File: config.mk
export PLATFORM = sky130hd
export DESIGN_NAME = seg_scan_capture
export DESIGN_NICKNAME = d
export VERILOG_FILES = /design/src/rtl/seg_scan_capture.sv
export SDC_FILE = /design/constraint.sdc
export NUM_CORES = 1
export LEC_CHECK = 0
export ABC_AREA = 1
export BUFFER_PORTS_ARGS = -buffer_cell sky130_fd_sc_hd__buf_2
export CELL_PAD_IN_SITES_DETAIL_PLACEMENT = 1
export CELL_PAD_IN_SITES_GLOBAL_PLACEMENT = 1
export CORE_ASPECT_RATIO = 1.1
export CORE_MARGIN = 1.5
export CORE_UTILIZATION = 47
export CTS_BUF_LIST = sky130_fd_sc_hd__clkbuf_4 sky130_fd_sc_hd__clkbuf_8 sky130_fd_sc_hd__clkbuf_16
export DETAILED_ROUTE_END_ITERATION = 8
export GPL_TIMING_DRIVEN = 1
export PLACE_DENSITY_LB_ADDON = 0.12
export SYNTH_ARGS = -nofsm -noshare
export SYNTH_HDL_FRONTEND = slang
export SYNTH_SLANG_ARGS = --single-unit
File: constraint.sdc
create_clock -name clk -period 2.9 [get_ports clk]
set_input_delay 0.58 -clock clk [delete_from_list [all_inputs] [get_ports clk]]
set_output_delay 0.58 -clock clk [all_outputs]
set_load 0.02 [all_outputs]
File: src/rtl/seg_scan_capture.sv
// Monitors a multiplexed active-low 7-segment display bus and recovers the hex digit
// shown on each anode position, flagging non-hex glyphs and framing complete scans.
module seg_scan_capture #(
   parameter int unsigned NUM_DIGITS  = 4,
   parameter int unsigned STABLE_CYC  = 16,
   parameter int unsigned SYNC_STAGES = 2
) (
   input  logic                    clk,
   input  logic                    rst_n,
   input  logic [NUM_DIGITS-1:0]   an_n,
   input  logic [6:0]              seg_n,
   input  logic                    clr,
   output logic [4*NUM_DIGITS-1:0] digits,
   output logic [NUM_DIGITS-1:0]   digit_vld,
   output logic [NUM_DIGITS-1:0]   digit_err,
   output logic                    frame_vld,
   output logic [4*NUM_DIGITS-1:0] frame
);

   localparam int unsigned PW = NUM_DIGITS + 7;
   localparam int unsigned CW = $clog2(STABLE_CYC);
   localparam logic [CW-1:0] CNT_MAX = CW'(STABLE_CYC - 1);

   logic [SYNC_STAGES*PW-1:0] sync_q;
   logic [PW-1:0]             pair_cur;
   logic [PW-1:0]             prev_q, prev_d;
   logic [CW-1:0]             cnt_q, cnt_d;
   logic                      armed_q, armed_d;

   logic [4*NUM_DIGITS-1:0]   digits_q, digits_d;
   logic [NUM_DIGITS-1:0]     vld_q, vld_d;
   logic [NUM_DIGITS-1:0]     err_q, err_d;
   logic [NUM_DIGITS-1:0]     seen_q, seen_d;
   logic                      frame_vld_q, frame_vld_d;
   logic [4*NUM_DIGITS-1:0]   frame_q, frame_d;

   logic [NUM_DIGITS-1:0]     prev_an;
   logic [6:0]                prev_seg;
   logic                      changed;
   logic                      window_end;
   logic                      any_low;
   logic                      multi_low;
   logic                      capture;
   logic                      hex_ok;
   logic [3:0]                nib;

   assign pair_cur = sync_q[SYNC_STAGES*PW-1 -: PW];
   assign prev_an  = prev_q[PW-1:7];
   assign prev_seg = prev_q[6:0];

   // Segment glyph to nibble; anything else (including blank) is not a hex glyph.
   always_comb begin
      hex_ok = 1'b1;
      nib    = 4'h0;
      case (prev_seg)
         7'b0000001: nib = 4'h0;
         7'b1001111: nib = 4'h1;
         7'b0010010: nib = 4'h2;
         7'b0000110: nib = 4'h3;
         7'b1001100: nib = 4'h4;
         7'b0100100: nib = 4'h5;
         7'b0100000: nib = 4'h6;
         7'b0001111: nib = 4'h7;
         7'b0000000: nib = 4'h8;
         7'b0000100: nib = 4'h9;
         7'b0001000: nib = 4'hA;
         7'b1100000: nib = 4'hB;
         7'b0110001: nib = 4'hC;
         7'b1000010: nib = 4'hD;
         7'b0110000: nib = 4'hE;
         7'b0111000: nib = 4'hF;
         default:    hex_ok = 1'b0;
      endcase
   end

   always_comb begin
      any_low   = 1'b0;
      multi_low = 1'b0;
      for (int i = 0; i < NUM_DIGITS; i++) begin
         if (!prev_an[i]) begin
            if (any_low) multi_low = 1'b1;
            any_low = 1'b1;
         end
      end
   end

   assign changed    = (pair_cur != prev_q);
   // Capture judges the window that just completed, so it looks at prev_q, not pair_cur.
   assign window_end = armed_q && (cnt_q == CNT_MAX);
   assign capture    = window_end && any_low && !multi_low && !clr;

   always_comb begin
      prev_d = pair_cur;
      if (changed) begin
         cnt_d   = '0;
         armed_d = 1'b1;
      end else begin
         cnt_d   = (cnt_q == CNT_MAX) ? cnt_q : cnt_q + CW'(1);
         armed_d = window_end ? 1'b0 : armed_q;
      end
   end

   always_comb begin
      digits_d    = digits_q;
      vld_d       = vld_q;
      err_d       = err_q;
      seen_d      = seen_q;
      frame_vld_d = 1'b0;
      frame_d     = frame_q;
      if (&seen_q) begin
         frame_vld_d = 1'b1;
         frame_d     = digits_q;
         seen_d      = '0;
      end
      for (int i = 0; i < NUM_DIGITS; i++) begin
         if (capture && !prev_an[i]) begin
            if (hex_ok) begin
               digits_d[4*i +: 4] = nib;
               vld_d[i]           = 1'b1;
               seen_d[i]          = 1'b1;
            end else begin
               err_d[i] = 1'b1;
            end
         end
      end
      if (clr) begin
         digits_d = '0;
         vld_d    = '0;
         err_d    = '0;
         seen_d   = '0;
      end
   end

   always_ff @(posedge clk or negedge rst_n) begin
      if (!rst_n) begin
         sync_q      <= '1;
         prev_q      <= '1;
         cnt_q       <= '0;
         armed_q     <= 1'b0;
         digits_q    <= '0;
         vld_q       <= '0;
         err_q       <= '0;
         seen_q      <= '0;
         frame_vld_q <= 1'b0;
         frame_q     <= '0;
      end else begin
         sync_q      <= {sync_q[(SYNC_STAGES-1)*PW-1:0], an_n, seg_n};
         prev_q      <= prev_d;
         cnt_q       <= cnt_d;
         armed_q     <= armed_d;
         digits_q    <= digits_d;
         vld_q       <= vld_d;
         err_q       <= err_d;
         seen_q      <= seen_d;
         frame_vld_q <= frame_vld_d;
         frame_q     <= frame_d;
      end
   end

   assign digits    = digits_q;
   assign digit_vld = vld_q;
   assign digit_err = err_q;
   assign frame_vld = frame_vld_q;
   assign frame     = frame_q;

endmodule
==> results by group, run 1 <==
Synthesis
  – Seq cells post-synth: 83
  – Register area share after synthesis: between 50% and 60%
  – Yosys top cell by area: dfrtp_1
  – Post-synth top area share: 34.18%
  – Mapped Cells: 371
  – Mean Syn Cell Area: roughly 9.9 sq um
  – Syn_nets: 386
  – Synth warn: 0
  – Cell area after synthesis: 3661 sq um
  – Synth area leaders: dfrtp_1 34%, dfstp_2 24%, nand2_1 12%
  – Cell variety after synth: 33

Outcome
  – Status: finished clean

GRT
  – Gr usage total: about a fifth
  – First-pass GRT wire length: approximately 13000 um
  – Pin count of the biggest net entering global routing: 43
  – Grt ovf: 0
  – Via count of the first global-routing pass: roughly 2800
  – Initial antenna violation count: 0

Clock tree
  – CTS tree: yes
  – Root buf cell: clkbuf_8
  – CTS sink cnt: 83
  – Clock H-tree levels: 3
  – Skew-Pair Late Insertion Delay: 0.34 ns
  – Post-CTS setup buffers: 0
  – Cts hold-fix bufs: 0
  – Clock Tree Buf Depth: 2
  – Post-CTS sizing: 0
  – Number of CTS-inserted buffers: 9
  – Clock-pin slew of the registers on the worst-case setup and hold paths: 0.08 ns

Critical path
  – Critical Path AT: about 2.2 ns
  – Critical path class: reg2reg
  – Worst Setup Start Kind: flop
  – CP Capture Type: flop
  – Crit-path max FO: 20
  – R2R Setup Slk: 0.94 ns
  – Required time of the worst setup path: around 3.2 ns
  – Reg2Reg Capture Point: digits[15]
  – R2r worst-path depth: 10
  – R2R Path Start: prev_q[0]

Timing
  – Fin crit share: 67.42%
  – Relative slew slack: between 30% and 40%
  – Least-Margin Pin Slew: 0.9089 ns
  – Final Hold Viols: 0
  – Sum Neg Setup Slack: 0 ns
  – Final min period: 1.955 ns
  – Setup violations, final: 0
  – Fin. max-slew vios: 0
  – Final Skew: 0.009810 ns
  – RSZ-0062 raised after global routing: false
  – F_max: roughly 510 MHz

Final layout
  – Fillers: 908
  – Commonest non-fill, non-tap cell in the layout: nand2_1
  – # diodes: 0
  – Final Util: between 50 and 60%
  – Area growth syn-to-layout: 16.85%
  – Highest-count cells in the layout ignoring fill and taps: 114 x nand2_1, 53 x buf_2, 50 x dfrtp_1, 33 x dfstp_2
  – Nets: 445
  – Ratio of cells with drive above 1 in the final layout: 37.93%
  – Final cell count without fillers: 540

Power and ir drop
  – P_leak: 2.214 nW
  – PwrDens: 540.0 nW/um^2
  – Power, Total: 2.310 mW
  – VDD IR-drop max: between 300 and 400 uV

Detailed routing
  – Routed vias/inst: 5.031
  – Initial DRC Count: 99
  – Via Count: approximately 2700
  – Drt total wl: 8085 um
  – Antenna-violating nets left: 0
  – Drt wl/cell: 14.97 um
  – Pre-antenna DRT Iters: 4
  – Residual DRC: 0

Place
  – Port Buf Inserts: 54
  – Final HPWL DP: 5773 um
  – Placed insts: roughly 520
  – Routability cong.: 0.9162

Floorplan
  – Die H: 95.57 um
  – Ports: 55
  – Num rows: 33
  – Initial core utilization: 48.72%
  – Core ar.: approximately 7500 sq um
  – Die Wd: between 80 and 90 um
  – Die area: around 8300 sq um

Flow run
  – Max Cap Viol: 0

Hold path
  – Hold/Removal Path Class: in2async
-- state kept, by name (all words and copies together) (netlist names) --
signal     cells
digit_err      4
frame         16
digits        16
frame_vld      1
digit_vld      4
prev_q        11
armed_q        1
sync_q        22
cnt_q          4
seen_q         4
-- cell type report --
class | count | area [sq um] | share of cell area (%)
timing repair buffer | 56 | 300.3 | 7.020
clock buffer | 10 | 131.4 | 3.071
sequential | 83 | 2118 | 49.52
clock inverter | 6 | 103.9 | 2.428
tap | 105 | 131.4 | 3.071
inverter | 26 | 97.59 | 2.281
multi-input combinational | 254 | 1395 | 32.61
-- how the worst max path moves through the flow --
stage | cells after the start | endpoint | from
floorplan | 10 | seen_q[3] | prev_q[5]
CTS | 10 | digits[15] | prev_q[0]
finish | 10 | digits[15] | prev_q[0]
global route | 10 | digits[15] | prev_q[0]
global placement | 9 | digits[0] | prev_q[6]
detailed placement | 10 | digits[8] | prev_q[6]
-- metrics by stage --
step | setup WS [ns] | hold WS, ns | instance area, sq um
CTS | 0.9415 | 0.2175 | 4278
floorplan | 1.349 | 0.2844 | 3661
global placement | 1.020 | 0.3456 | 4043
global route | 0.7989 | 0.2289 | 4278
finish | 0.9447 | 0.1983 | 4278
detailed placement | 0.9769 | 0.3475 | 4043
-- cell usage after synthesis (all sizes together) --
cell and n:
or2 4, nand2 127, nor3 2, clkbuf 3
dfrtp 50, dfstp 33, nor2 39, ha 1
nand4 6, xor2 1, o21ai 3, xnor2 7
a21oi 13, o211ai 1, buf 5, nand3b 1
clkinv 1, nand3 49, inv 25
-- report_power, final --
part,leakage [nW],switching (mW),total (mW),internal [mW]
logic,1.05,0.0824,0.117,0.0350
clock network,0.121,0.395,0.971,0.576
registers,1.04,0.0216,1.22,1.20
-- metal layers --
metal	track usage, %	up-vias	wire (um)	share of wire (%)
li1	-	1299	-	-
met1	23.83	1354	3248	40
met2	39.92	51	4445	55
met3	4.675	13	237	2.9
met4	7.143	0	154	1.9
met5	0	-	0	0
-- logic make-up after synthesis --
logic type / count (synthesis) / synth area share [%]
AND/OR/NAND/NOR: 228 / 32.84
flip-flops: 83 / 57.86
buffers and inverters: 34 / 4.032
AO/OA/AOI/OAI: 17 / 3.008
XOR/XNOR: 8 / 1.914
adder cells (fa/ha/maj): 1 / 0.3417
-- worst max-delay path, cell delays in order, from the launching register on --
cell,delay (ns)
dfstp_2,0.59
inv_2,0.06
nand2_1,0.09
nor2_1,0.09
nand2_1,0.11
nand2_1,0.08
nor2_2,0.16
nand3_4,0.33
nand2_8,0.21
nand3_2,0.09
nand2_1,0.10
(Power assumes the default switching activity.)
==> inputs of run 2 (changes only) <==
- ABC_AREA: 1 -> 0
- CORE_UTILIZATION: 47 -> 40
- clock period: 2.9 -> 1.7 ns (I/O delays scaled with it)
==> run 2 against run 1 <==
  * The run now ends with negative setup slack left
  * Die area increased by 9.1%
  * Worst setup slack got worse by 1.3 ns
  * Combinational power increased to 3.2 times the previous value
  * Area after synthesis decreased by 6.9%
  * Global-route usage decreased by 1.8 points
  * Clock-buffer cell count increased by 1
  * Clock power increased by 44%
  * Critical path depth decreased by 3
  * Non-clock buffer count increased by 64
  * Synthesized cell count decreased by 19%
  * Total power increased by 68%
  * First-iteration DRC count increased by 10%
  * Critical endpoint is now digits[8]
==> results by group, run 2 <==
Place
  – Final HPWL DP: 5927 um
  – Post-place setup slack: -0.3807 ns
  – Port Buf Inserts: between 50 and 60
  – Placed insts: 498
  – Routability cong.: between 0.7 and 0.8

Synthesis
  – Syn_nets: 316
  – Cell area after synthesis: 3408 sq um
  – Mapped Cells: 301
  – Mean Syn Cell Area: 11.32 sq um
  – Ys async rst share: 100.0%
  – Register area share after synthesis: 62.15%
  – Synth warn: 0
  – Count leader, synth: dfrtp_1
  – Cell variety after synth: 49
  – Seq cells post-synth: between 80 and 90
  – Prevailing post-synth register cell: dfrtp_1
  – Synth area leaders: dfrtp_1 37%, dfstp_2 25%, nand2_1 5.2%
  – Post-synth top area share: 36.71%
  – Post-synth EDFFs: 0
  – Yosys top cell by area: dfrtp_1
  – Most common library cells after synthesis: 50 x dfrtp_1, 47 x nand2_1, 33 x dfstp_2

Critical path
  – CP max-delay cell: dfstp_2
  – Critical path class: reg2reg
  – R2R Path Start: prev_q[5]
  – Crit-path max FO: 7
  – Required time of the worst setup path: 1.93 ns
  – Worst-path cell chain: buf_12, nand3_2, or4_1, o211a_1, and2_4, a21oi_4, o32ai_2
  – Worst Setup Start Kind: flop
  – Crit-path max cell delay: approximately 0.58 ns
  – Crit. Startpoint: prev_q[5]
  – CP Capture Type: flop
  – Critical Path AT: 2.26 ns
  – R2R Setup Slk: -0.33 ns

Timing
  – Relative slew slack: around 72%
  – Fin crit share: 119.5%
  – Final min period: 2.031 ns
  – Setup violations, final: 28
  – F_max: around 500 MHz
  – Final Skew: between 0.01 and 0.015 ns
  – Least-Margin Pin Slew: slightly above 0.4 ns
  – Fin. max-slew vios: 0
  – Final Hold Viols: 0
  – RSZ-0062 raised after global routing: true
  – Worst Setup Slack, final: -0.3311 ns

Floorplan
  – Ports: 55
  – Num rows: 35
  – Initial core utilization: 40.96%
  – Core ar.: 8320 sq um
  – Die area: 9084 sq um
  – Die H: 99.81 um
  – Die Wd: 91.01 um

Final layout
  – Most flops, register: sync_q
  – Final Util: 56.60%
  – Final cell count without fillers: 528
  – # diodes: 0
  – Ratio of cells with drive above 1 in the final layout: 51.08%
  – Max reg flops: 22
  – Nets: 427
  – Highest-count cells in the layout ignoring fill and taps: 53 x buf_2, 53 x buf_4, 50 x dfrtp_1, 46 x nand2_1, 33 x dfstp_2
  – Area growth syn-to-layout: 38.18%

Outcome
  – Status: finished, violations left
  – Failing checks: negative setup slack

Detailed routing
  – Drt wl/cell: 16.14 um
  – Initial DRC Count: 109
  – Antenna-violating nets left: 0
  – Routed vias/inst: 5.017
  – Drt total wl: between 8000 and 9000 um
  – Pre-antenna DRT Iters: 4
  – Residual DRC: 0
  – Via Count: 2649

Clock tree
  – Number of CTS-inserted buffers: 9
  – Root buf cell: clkbuf_8
  – Clock Tree Buf Depth: 2
  – CTS sink cnt: 83
  – Clock H-tree levels: 3
  – CTS tree: yes
  – Skew-Pair Late Insertion Delay: approximately 0.35 ns
  – Clock-pin slew of the registers on the worst-case setup and hold paths: approximately 0.08 ns

GRT
  – Grt ovf: 0
  – Gr usage total: approximately a fifth
  – Pin count of the biggest net entering global routing: 39
  – First-pass GRT wire length: 13640 um
  – Via count of the first global-routing pass: approximately 2800
  – Initial antenna violation count: 0

Power and ir drop
  – P_leak: roughly 2.3 nW
  – Power share of the combinational group: under 10%
  – Reported net switching power: 0.9336 mW
  – Int Power: 2.958 mW
  – Clock share of power: 36.1%
  – PwrDens: approximately 830 nW/um^2
  – Switching share of power: between 20% and 30%
  – Share of power burned in registers: 54.3%
  – VDD IR-drop max: 542.0 uV

Hold path
  – HP Start: an_n[1]
  – Hold/Removal Path Class: in2reg

Flow run
  – Max Cap Viol: 0
run 2: metrics by stage:
step	hold WS (ns)	power, mW	area [sq um]	TNS (ns)
global route	0.06115	4.072	4710	-9.385
global placement	0.2372	2.431	4133	-7.550
floorplan	0.04441	2.276	3438	-4.633
CTS	0.06853	3.890	4516	-6.893
detailed placement	0.2335	2.443	4133	-8.651
finish	0.08351	3.891	4710	-7.919
run 2: power by group through the flow:
stage	Combinational (mW)	Clock [mW]	Sequential (mW)
global placement	0.293	0	2.14
floorplan	0.135	0	2.14
detailed placement	0.299	0	2.14
CTS	0.334	1.45	2.11
global route	0.409	1.54	2.12
finish	0.376	1.40	2.11
run 2: routing by layer:
| metal | global-route usage, % | up-vias | routed length (um) |
|---|---|---|---|
| li1 | - | 1268 | - |
| met4 | 8.053 | 0 | 154 |
| met1 | 22.21 | 1317 | 3407 |
| met2 | 35.59 | 51 | 4678 |
| met5 | 0 | - | 0 |
| met3 | 4.242 | 13 | 281 |
run 2: what timing repair did:
action                     in CTS  in global routing
buffers inserted                7                  5
hold buffers                    1                  0
pin swaps                       5                 17
resized for setup              26                 31
cloned                          1                  0
setup endpoints to repair      31                 33
hold endpoints to repair       17                  0
run 2: area by class of cell:
type,count,area [sq um]
Tap cell,111,138.9
Fill cell,906,3611
Sequential cell,83,2118
Inverter,6,22.52
Clock buffer,11,145.1
Multi-Input combinational cell,192,1388
Clock inverter,5,52.55
Timing Repair Buffer,120,844.6
run 2: cells by family after synthesis:
family / Yosys count / synth area share (%)
xor+xnor: 14 / 3.598
compound gates: 56 / 11.20
buf+inv: 27 / 4.038
simple gates: 111 / 16.01
fa+ha+maj: 1 / 0.3670
flops: 83 / 62.15
mux: 9 / 2.643
run 2: critical path, delay by kind of cell (launching register included):
family                 cells  cell delay, ns
AO/OA/AOI/OAI              3            0.50
buffers and inverters      1            0.12
flip-flops                 1            0.58
AND/OR/NAND/NOR            3            0.72
run 2: worst paths after layout:
kind	cells after the start	to
worst max-delay path	7	digits[8]
worst min-delay path	1	sync_q[8]
min in group asynchronous	2	frame[2]
max in group asynchronous	3	prev_q[6]
worst min register to register	0	sync_q[12]
worst max register to register	7	digits[8]
